--- src/rtl/mem_arbiter_pkg.sv ---
// Shared types for the I/D memory arbiter: FSM states, grant encoding, default widths.
// Pure declarations; no latency or backpressure of its own.
package mem_arb_pkg;

  localparam int ADDR_W = 16;
  localparam int DATA_W = 16;
  localparam int BE_W   = DATA_W / 8;

  localparam logic [BE_W-1:0] BE_ALL = '1;

  typedef enum logic [1:0] {
    IDLE = 2'd0,
    BUSY = 2'd1,
    TURN = 2'd2
  } arb_state_t;

  typedef enum logic {
    GNT_I = 1'b0,
    GNT_D = 1'b1
  } grant_t;

endpackage

--- src/rtl/mem_arbiter_if.sv ---
// Client (I/D) and memory-side signals of the arbiter; slave = arbiter, master = environment.
// Requests are level-held until the matching one-cycle resp pulse.
interface mem_arbiter_if #(
  parameter int ADDR_WIDTH = 16,
  parameter int DATA_WIDTH = 16
);

  logic                      i_read;
  logic [ADDR_WIDTH-1:0]     i_address;
  logic                      i_resp;
  logic [DATA_WIDTH-1:0]     i_rdata;

  logic                      d_read;
  logic                      d_write;
  logic [DATA_WIDTH/8-1:0]   d_byte_enable;
  logic [ADDR_WIDTH-1:0]     d_address;
  logic [DATA_WIDTH-1:0]     d_wdata;
  logic                      d_resp;
  logic [DATA_WIDTH-1:0]     d_rdata;

  logic                      mem_read;
  logic                      mem_write;
  logic [DATA_WIDTH/8-1:0]   mem_byte_enable;
  logic [ADDR_WIDTH-1:0]     mem_address;
  logic [DATA_WIDTH-1:0]     mem_wdata;
  logic                      mem_resp;
  logic [DATA_WIDTH-1:0]     mem_rdata;

  modport slave (
    input  i_read, i_address,
    output i_resp, i_rdata,
    input  d_read, d_write, d_byte_enable, d_address, d_wdata,
    output d_resp, d_rdata,
    output mem_read, mem_write, mem_byte_enable, mem_address, mem_wdata,
    input  mem_resp, mem_rdata
  );

  modport master (
    output i_read, i_address,
    input  i_resp, i_rdata,
    output d_read, d_write, d_byte_enable, d_address, d_wdata,
    input  d_resp, d_rdata,
    input  mem_read, mem_write, mem_byte_enable, mem_address, mem_wdata,
    output mem_resp, mem_rdata
  );

endinterface

--- src/rtl/mem_arbiter_rr_pick2.sv ---
// Two-way round-robin pick: a lone request wins, a tie goes to the port not granted last.
// Purely combinational, no backpressure.
module rr_pick2
  import mem_arb_pkg::*;
(
  input  logic   req_i,
  input  logic   req_d,
  input  grant_t last_grant,
  output logic   valid,
  output grant_t grant
);

  always_comb begin
    valid = req_i | req_d;
    grant = GNT_I;
    if (req_i && req_d) begin
      grant = (last_grant == GNT_I) ? GNT_D : GNT_I;
    end else if (req_d) begin
      grant = GNT_D;
    end
  end

endmodule

--- src/rtl/mem_arbiter.sv ---
// Round-robin I/D arbiter onto one memory port, one transaction in flight, 1-cycle turnaround.
// Request->mem strobe 1 cycle, resp is combinational from mem_resp; clients hold requests until resp.
module mem_arbiter
  import mem_arb_pkg::*;
#(
  parameter int ADDR_WIDTH = 16,
  parameter int DATA_WIDTH = 16
) (
  input  logic          clk,
  input  logic          rst_n,
  mem_arbiter_if.slave  bus
);

  localparam int BW = DATA_WIDTH / 8;

  localparam logic [1:0] ST_IDLE = IDLE;
  localparam logic [1:0] ST_BUSY = BUSY;
  localparam logic [1:0] ST_TURN = TURN;

  logic [1:0]            r_state;
  logic [1:0]            w_state_nxt;
  grant_t                r_grant;
  grant_t                r_last_grant;
  logic                  r_wr;
  logic [ADDR_WIDTH-1:0] r_addr;
  logic [DATA_WIDTH-1:0] r_wdata;
  logic [BW-1:0]         r_be;

  logic                  w_req_i;
  logic                  w_req_d;
  logic                  w_tie;
  logic                  w_pick_vld;
  grant_t                w_pick_grant;
  logic                  w_grant_now;
  logic                  w_busy;

  assign w_req_i     = bus.i_read;
  assign w_req_d     = bus.d_read | bus.d_write;
  assign w_tie       = w_req_i & w_req_d;
  assign w_grant_now = (r_state == ST_IDLE) & w_pick_vld;
  assign w_busy      = (r_state == ST_BUSY);

  rr_pick2 u_pick (
    .req_i      (w_req_i),
    .req_d      (w_req_d),
    .last_grant (r_last_grant),
    .valid      (w_pick_vld),
    .grant      (w_pick_grant)
  );

  always_comb begin
    w_state_nxt = r_state;
    case (r_state)
      ST_IDLE: if (w_pick_vld)   w_state_nxt = ST_BUSY;
      ST_BUSY: if (bus.mem_resp) w_state_nxt = ST_TURN;
      ST_TURN:                   w_state_nxt = ST_IDLE;
      default:                   w_state_nxt = ST_IDLE;
    endcase
  end

  // last_grant only moves on a tie, so a lone request never disturbs the tie-break order.
  always_ff @(posedge clk) begin
    if (!rst_n) begin
      r_state      <= ST_IDLE;
      r_grant      <= GNT_I;
      r_last_grant <= GNT_D;
      r_wr         <= 1'b0;
      r_addr       <= '0;
      r_wdata      <= '0;
      r_be         <= '0;
    end else begin
      r_state <= w_state_nxt;
      if (w_grant_now) begin
        r_grant <= w_pick_grant;
        if (w_tie) begin
          r_last_grant <= w_pick_grant;
        end
        if (w_pick_grant == GNT_D) begin
          r_wr    <= bus.d_write;
          r_addr  <= bus.d_address;
          r_wdata <= bus.d_wdata;
          r_be    <= bus.d_byte_enable;
        end else begin
          r_wr    <= 1'b0;
          r_addr  <= bus.i_address;
          r_wdata <= '0;
          r_be    <= {BW{1'b1}};
        end
      end
    end
  end

  assign bus.mem_write       = w_busy & r_wr;
  assign bus.mem_read        = w_busy & ~r_wr;
  assign bus.mem_address     = r_addr;
  assign bus.mem_wdata       = r_wdata;
  assign bus.mem_byte_enable = r_be;

  // Gated by BUSY so a stray mem_resp in IDLE/TURN never reaches a client.
  assign bus.i_resp  = w_busy & bus.mem_resp & (r_grant == GNT_I);
  assign bus.d_resp  = w_busy & bus.mem_resp & (r_grant == GNT_D);
  assign bus.i_rdata = bus.mem_rdata;
  assign bus.d_rdata = bus.mem_rdata;

endmodule
--- src/flat_wrapper.sv ---
// flat-port wrapper written by rule: the top's interface ports become plain ports
module mem_arbiter_flat import mem_arb_pkg::*;
#(
  parameter int ADDR_WIDTH = 16,
  parameter int DATA_WIDTH = 16
)
  (clk, rst_n, bus_i_read, bus_i_address, bus_i_resp, bus_i_rdata, bus_d_read, bus_d_write, bus_d_byte_enable, bus_d_address, bus_d_wdata, bus_d_resp, bus_d_rdata, bus_mem_read, bus_mem_write, bus_mem_byte_enable, bus_mem_address, bus_mem_wdata, bus_mem_resp, bus_mem_rdata);
  mem_arbiter_if #(.ADDR_WIDTH(ADDR_WIDTH), .DATA_WIDTH(DATA_WIDTH)) bus_i ();
  input  logic clk;
  input  logic rst_n;
  input wire logic [$bits(bus_i.i_read)-1:0] bus_i_read;
  input wire logic [$bits(bus_i.i_address)-1:0] bus_i_address;
  output wire logic [$bits(bus_i.i_resp)-1:0] bus_i_resp;
  output wire logic [$bits(bus_i.i_rdata)-1:0] bus_i_rdata;
  input wire logic [$bits(bus_i.d_read)-1:0] bus_d_read;
  input wire logic [$bits(bus_i.d_write)-1:0] bus_d_write;
  input wire logic [$bits(bus_i.d_byte_enable)-1:0] bus_d_byte_enable;
  input wire logic [$bits(bus_i.d_address)-1:0] bus_d_address;
  input wire logic [$bits(bus_i.d_wdata)-1:0] bus_d_wdata;
  output wire logic [$bits(bus_i.d_resp)-1:0] bus_d_resp;
  output wire logic [$bits(bus_i.d_rdata)-1:0] bus_d_rdata;
  output wire logic [$bits(bus_i.mem_read)-1:0] bus_mem_read;
  output wire logic [$bits(bus_i.mem_write)-1:0] bus_mem_write;
  output wire logic [$bits(bus_i.mem_byte_enable)-1:0] bus_mem_byte_enable;
  output wire logic [$bits(bus_i.mem_address)-1:0] bus_mem_address;
  output wire logic [$bits(bus_i.mem_wdata)-1:0] bus_mem_wdata;
  input wire logic [$bits(bus_i.mem_resp)-1:0] bus_mem_resp;
  input wire logic [$bits(bus_i.mem_rdata)-1:0] bus_mem_rdata;
  assign bus_i.i_read = bus_i_read;
  assign bus_i.i_address = bus_i_address;
  assign bus_i_resp = bus_i.i_resp;
  assign bus_i_rdata = bus_i.i_rdata;
  assign bus_i.d_read = bus_d_read;
  assign bus_i.d_write = bus_d_write;
  assign bus_i.d_byte_enable = bus_d_byte_enable;
  assign bus_i.d_address = bus_d_address;
  assign bus_i.d_wdata = bus_d_wdata;
  assign bus_d_resp = bus_i.d_resp;
  assign bus_d_rdata = bus_i.d_rdata;
  assign bus_mem_read = bus_i.mem_read;
  assign bus_mem_write = bus_i.mem_write;
  assign bus_mem_byte_enable = bus_i.mem_byte_enable;
  assign bus_mem_address = bus_i.mem_address;
  assign bus_mem_wdata = bus_i.mem_wdata;
  assign bus_i.mem_resp = bus_mem_resp;
  assign bus_i.mem_rdata = bus_mem_rdata;
  mem_arbiter #(.ADDR_WIDTH(ADDR_WIDTH), .DATA_WIDTH(DATA_WIDTH)) u_core (.clk(clk), .rst_n(rst_n), .bus(bus_i));
endmodule
--- config.mk ---
export PLATFORM = sky130hd
export DESIGN_NAME = mem_arbiter_flat
export DESIGN_NICKNAME = d
export VERILOG_FILES = /design/src/rtl/mem_arbiter_pkg.sv /design/src/rtl/mem_arbiter_if.sv /design/src/rtl/mem_arbiter_rr_pick2.sv /design/src/rtl/mem_arbiter.sv /design/src/flat_wrapper.sv
export SDC_FILE = /design/constraint.sdc
export NUM_CORES = 1
export LEC_CHECK = 0
export CORE_ASPECT_RATIO = 1.2
export CORE_MARGIN = 4
export CORE_UTILIZATION = 35
export DETAILED_ROUTE_END_ITERATION = 12
export PLACE_DENSITY = 0.88
export SLEW_MARGIN = 20
export SYNTH_ARGS = -nofsm -noshare
export SYNTH_HDL_FRONTEND = slang
export SYNTH_SLANG_ARGS = --single-unit
--- constraint.sdc ---
create_clock -name clk -period 1.84 [get_ports clk]
set_input_delay 0.184 -clock clk [delete_from_list [all_inputs] [get_ports clk]]
set_output_delay 0.184 -clock clk [all_outputs]
set_load 0.01 [all_outputs]
==> implementation parameters <==
Parameter                              Value

Route
  Amount of wire on met2 after detailed routing    2.90 mm
  Via total after detailed routing    1921
  Drt initial violations    37
  Mean number of vias per cell    5.12
  Detail Route met3 WL    445 microns
  Uppermost routed layer    met4
  Number of antenna-violating nets in the routed design    0
  Wire length per cell    15.5 microns
  Detailed-router iteration count before antenna repair    4
  Met1 routed wirelength after detailed routing    2.19 mm
  Residual DRC    0
  Total detailed-routing wirelength    5.81 mm

Critical path
  CP max stage cell    sky130_fd_sc_hd__clkdlybuf4s50_1
  Arrival time reported for the critical path endpoint    1.53 ns
  Ordered cell list for the critical path    nor2b_2 > and3_1 > clkdlybuf4s50_1
  Critical Setup Path Class    flip-flop to primary output
  Nature of the critical path startpoint    flip-flop
  Delay of the slowest cell on the worst path    0.54 ns
  Biggest fanout along the worst timing path    4
  Crit end category    primary output
  Critical path required time    1.66 ns

Cells and area
  Net count, final    367
  Layout overhead on the synthesized area    42.5%
  Most common cell after layout, fill and taps aside    sky130_fd_sc_hd__clkdlybuf4s50_1
  Highest-count cells in the layout ignoring fill and taps    sky130_fd_sc_hd__clkdlybuf4s50_1 (92), sky130_fd_sc_hd__dfxtp_1 (38), sky130_fd_sc_hd__nand2_1 (34)
  Filler-free cell count of the finished design    375
  Final core utilization    51.6%
  Layout cell share with drive strength beyond 1    16.6%
  Antenna Cells    0

Clock network
  Worst-case clock buffer depth    2
  Sinks on the clock net    39
  Hold bufs inserted after CTS    0
  CTS clk-pin slew, worst paths    0.07 ns
  Setup repair bufs after CTS    0
  Number of H-tree branching levels    2
  Insertion delay to the later sink of the worst-skew pair    0.28 ns
  TritonCTS buffer count    5
  Clock root buffer    sky130_fd_sc_hd__clkbuf_8
  CTS tree    done

Place
  Inst Count DP    368
  Final weighted congestion of routability-driven global placement    0.717
  IO buf count    93
  HPWL reported at the end of detailed placement    4.41 mm

Synth
  Synthesized netlist net count    304
  Synth warn    0
  Post-Synthesis Cells    232
  Number of distinct library cells after synthesis    32
  Sequential cell area fraction in the yosys report    37.7%
  #FFs+latches synth    39
  Synth Area per Inst    8.91 sq um
  Area of the mapped netlist    2070 sq um

Floorplan
  Overall die height    92.2 microns
  Number of I/O pins    142
  Die ar.    7210 sq um
  Effective utilization at floorplan    36.3%
  Floorplan Core Area    5710 sq um
  FP Rows    30
  Die Span X    78.2 microns

STA
  Final worst path period need    1.71 ns
  Hold Vio Cnt, Final    0
  Top achievable clock speed    584 MHz
  Final setup viols    0
  Clock skew    0.00621 ns
  Final slew viol count    0
  Period utilisation layout    93.1%
  Slew HR    62.8%
  Unrepaired setup endpoints after global routing    false
  Setup total negative slack    0 ns
  Least-Margin Pin Slew    0.557 ns

Run status
  Result of the run    finished, final reports clean

Global routing
  Global-route wire length before repair    9.29 mm
  GRT overflow    0
  Gr usage total    16.1%
  Maximum number of pins on one net before global-route repair    21
  Number of antenna violations at the first check in global routing    0
  Vias in the first global route    1978

Worst hold path
  Hold WC Path Type    primary input to primary output

Pwr
  Leakage power total    1.06 nW
  Maximum vdd ir drop    0.337 mV
  P per Cell Area    757 nW/um^2

Run
  # Max-Cap Violations    0
==> state kept, by name, indices dropped and copies added (netlist names) <==
signal,count
u_core.bus.mem_wdata,16
u_core.r_state,2
u_core.r_wr,1
u_core.bus.mem_address,16
u_core.r_grant,1
u_core.r_last_grant,1
u_core.bus.mem_byte_enable,2
==> timing repair <==
item | 4_1_cts | 5_1_grt
resized for setup | 2 | 1
hold endpoints to repair | 0 | 0
endpoints found under the setup margin | 1 | 1
==> metrics by stage <==
step / cell area, sq um / worst slack, ns / hold WS (ns) / power [W]
after floorplan: 2070 / 0.545 / 0.264 / 0.00140
after global placement: 2850 / 0.0953 / 0.368 / 0.00165
after detailed placement: 2850 / -0.00132 / 0.368 / 0.00168
after CTS: 2940 / 0.0557 / 0.368 / 0.00226
after global routing: 2950 / 0.0138 / 0.368 / 0.00235
final: 2950 / 0.127 / 0.368 / 0.00223
==> power by group <==
part           leakage, nW  total, W  internal, W  switching (W)
Clock               0.0470  0.000577     0.000294       0.000283
Sequential           0.322  0.000980     0.000926      0.0000549
Combinational        0.690  0.000673     0.000368       0.000306
==> final cells by class <==
cell class | count | area [sq um]
fillers | 552 | 2760
repair buffers | 106 | 1040
multi-input cells | 142 | 930
flip-flops and latches | 39 | 782
well taps | 80 | 100
clock buffers | 6 | 82.6
clock inverters | 1 | 5.00
inverters | 1 | 3.75
==> cell usage after synthesis (all sizes together) <==
| master | n | area (sq um) |
|---|---|---|
| a311oi | 16 | 203 |
| o221a | 2 | 22.5 |
| o21ai | 19 | 95.1 |
| or3 | 1 | 6.26 |
| dfxtp | 39 | 781 |
| and2 | 1 | 6.26 |
| buf | 44 | 339 |
| o21a | 1 | 7.51 |
| a21oi | 34 | 208 |
| nand2 | 34 | 128 |
| o2bb2ai | 1 | 15.0 |
| clkbuf | 6 | 22.5 |
| clkinv | 1 | 3.75 |
| nor2 | 6 | 32.5 |
| nand3 | 2 | 10.0 |
| a31oi | 1 | 6.26 |
| a2bb2oi | 1 | 26.3 |
| and4 | 1 | 8.76 |
| nand4 | 16 | 100 |
| or2 | 2 | 12.5 |
| and3 | 1 | 6.26 |
| nor2b | 1 | 6.26 |
| nor3 | 1 | 16.3 |
| nand2b | 1 | 6.26 |
==> final timing paths <==
| kind | slack, ns | cells after the start | startpoint | end |
|---|---|---|---|---|
| max | 0.13 | 3 | u_core.r_state[0] | bus_d_resp |
| min | 0.37 | 0 | bus_mem_rdata[1] | bus_d_rdata[1] |
| max reg2reg | 0.37 | 3 | u_core.r_state[1] | u_core.bus.mem_address[4] |
| min reg2reg | 0.48 | 2 | u_core.bus.mem_wdata[7] | u_core.bus.mem_wdata[7] |
==> worst max-delay path: cells and delay by family, from the launching register on <==
kind,cells,cell delay [ns]
buffers and inverters,1,0.54
DFF,1,0.37
and+or+nand+nor,2,0.34
==> per-layer routing <==
layer,up-vias,global-route usage [%]
li1,931,-
met1,887,16.7
met2,76,28.8
met3,27,4.91
met4,0,8.45
met5,-,0
==> kinds of logic (layout without fill, tap and decap cells) <==
group,count (synthesis),after routing,synth area share (%)
compound gates,75,75,28.2
flops,39,39,37.7
buf+inv,51,114,17.7
simple gates,67,67,16.4
Power figures use the tool's default switching activity.
==> variant, RTL diff (config.mk and constraints unchanged) <==
`DATA_WIDTH` is set to 16 in 3 places; all go to 32.
--- a/src/rtl/mem_arbiter_if.sv
+++ b/src/rtl/mem_arbiter_if.sv
@@ -4,3 +4,3 @@
   parameter int ADDR_WIDTH = 16,
-  parameter int DATA_WIDTH = 16
+  parameter int DATA_WIDTH = 32
 );
--- a/src/rtl/mem_arbiter.sv
+++ b/src/rtl/mem_arbiter.sv
@@ -6,3 +6,3 @@
   parameter int ADDR_WIDTH = 16,
-  parameter int DATA_WIDTH = 16
+  parameter int DATA_WIDTH = 32
 ) (
--- a/src/flat_wrapper.sv
+++ b/src/flat_wrapper.sv
@@ -4,3 +4,3 @@
   parameter int ADDR_WIDTH = 16,
-  parameter int DATA_WIDTH = 16
+  parameter int DATA_WIDTH = 32
 )
Ports: changed (7 resized); port bits go from 142 to 226. No check against the original RTL was run, so the function may have changed too.
==> variant against the original RTL <==
  * Sequential cell count rose by 18
  * Maximum frequency fell by 0.18%
  * Synthesized area rose by 42%
  * Routed wire length rose by 45%
  * Cell area rose by 40%
  * Combinational power rose by 33%
  * Critical path depth did not move
  * Worst setup slack got worse by 3.1 ps
  * Total power rose by 49%
  * Largest power group unchanged
==> variant: results (changes against the original RTL) <==
stage,metric,value,unit,change
setup_path,timing.rr.end,u_core.bus.mem_address[14]$_SDFFE_PN0P_,,
finish,nNetsFinal,510,,+39%
detailed_routing,drtIter0Drc,106,,+190%
detailed_routing,vias,2714,,+41%
worst_hold_path,min_path_type,in2out,,
yosys,syn_nets,450,,+48%
sta,slew_headroom,54.9,%,-7.8 points
placement,portBuffers,129,,+39%
yosys,synth_common_cells,"buf_4, dfxtp_1, a21oi_1",,
clock_network,clock_latency,330,ps,+50 ps
global_route,grt_start_max_net_pins,35,,+67%
outcome,status,finished clean,,
yosys,postSynthAreaPerCell,8.56,sq um,-4.0%
global_route,grt_pass1_vias,2640,,+33%
placement,gp_congestion,0.799,,+11%
clock_network,cts_root_buf,clkbuf_8,,
worst_hold_path,hp-start,bus_mem_rdata[15],,
placement,dp.final_hpwl,6150,um,+39%
global_route,gr-usage-all-layers,16.6,%,+0.47 points
sta,finClkSkew,7.10,ps,+0.885 ps
setup_path,cp_max_fo,4,,unchanged
setup_path,r2r_setup_slack,480,ps,+110 ps
finish,n_fill_cell,779,,+41%
clock_network,cts_buffers,9,,+4
yosys,ys_seq_area_share,38.7,%,+0.99 points
power,swShare,28.2,%,-0.62 points
finish,drive_above_1_share,13.7,%,-2.9 points
setup_path,reg2reg_depth,4,,+1
detailed_routing,via_per_inst,5.19,,+1.3%
global_route,grt_pass1_wl,13100,um,+41%
power,peakVddDrop,0.000511,V,+52%
power,p_leak,1.49,nW,+41%
clock_network,htreeDepth,3,,+1
setup_path,rr_startpoint,u_core.r_state[1]$_SDFFE_PN0P_,,
worst_hold_path,holdPathEnd,bus_d_rdata[15],,
yosys,synth.distinct_cells,33,,+3.1%
yosys,synth-compound-area-share,25.6,%,-2.6 points
variant: cell types whose count changed after synthesis, moves of 12 or more:
cell,delta
buf_4,+31
dfxtp_1,+18
o21ai_0,+17
a21oi_1,+16
nand4_1,+16
clkbuf_1,+12
variant: area by class of cell:
cell class | instances | share of cell area, %
clock buffer | 13 | 3.85
clock inverter | 3 | 0.364
inverter | 1 | 0.0909
multi-input combinational | 192 | 29.1
sequential | 57 | 27.7
tap | 114 | 3.45
timing repair buffer | 143 | 35.5
variant: how the worst max path moves through the flow:
stage | from | endpoint | slack [ps]
after floorplan | u_core.r_state[1]$_SDFFE_PN0P_ | u_core.bus.mem_address[10]$_SDFFE_PN0P_ | 570
after global placement | bus_i_read | u_core.r_grant$_SDFFE_PN0P_ | 60
after detailed placement | bus_d_write | u_core.bus.mem_address[7]$_SDFFE_PN0P_ | 10
after CTS | u_core.r_state[0]$_SDFFE_PN0P_ | bus_i_resp | 3
after global routing | u_core.r_state[0]$_SDFFE_PN0P_ | bus_mem_write | 40
final | u_core.r_state[0]$_SDFFE_PN0P_ | bus_mem_write | 120
variant: logic make-up (layout without fill, tap and decap cells):
logic type / Yosys count / after routing
DFF: 57 / 57
buffers and inverters: 95 / 160
AOI/OAI and AO/OA: 109 / 109
and+or+nand+nor: 83 / 83
variant: power by group through the flow:
stage | logic (mW) | registers, mW | clock network, mW
4_1_cts | 0.903 | 1.41 | 1.06
5_1_grt | 0.960 | 1.42 | 1.12
3_3_place_gp | 0.879 | 1.43 | 0
3_5_place_dp | 0.900 | 1.43 | 0
2_1_floorplan | 0.504 | 1.47 | 0
6_report | 0.894 | 1.41 | 1.02
variant: routing by layer:
layer / share of wire, % / routed length (um) / global-route usage (%)
met4: 3.7 / 310 / 9.55
met5: 0 / 0 / 0
met1: 37 / 3090 / 16.9
met2: 52 / 4350 / 30.0
met3: 7.7 / 643 / 5.01
variant: worst register-to-register path, delay by kind of cell (launching register included):
family | cells | cell delay (ps)
simple gates | 2 | 550
flops | 1 | 370
compound gates | 1 | 120
buf+inv | 1 | 200
variant: per-stage QoR:
| step | util (%) | cell area [sq um] | hold WS (ps) | power [mW] | worst slack [ps] |
|---|---|---|---|---|---|
| final | 50.7 | 4130 | 368 | 3.32 | 123 |
| after global routing | 50.7 | 4130 | 368 | 3.51 | 42.0 |
| after CTS | 50.5 | 4120 | 368 | 3.38 | 3.00 |
| after detailed placement | 48.3 | 3940 | 368 | 2.33 | 10.3 |
| after global placement | 48.3 | 3940 | 368 | 2.31 | 61.7 |
| after floorplan | - | 2950 | 264 | 1.98 | 570 |
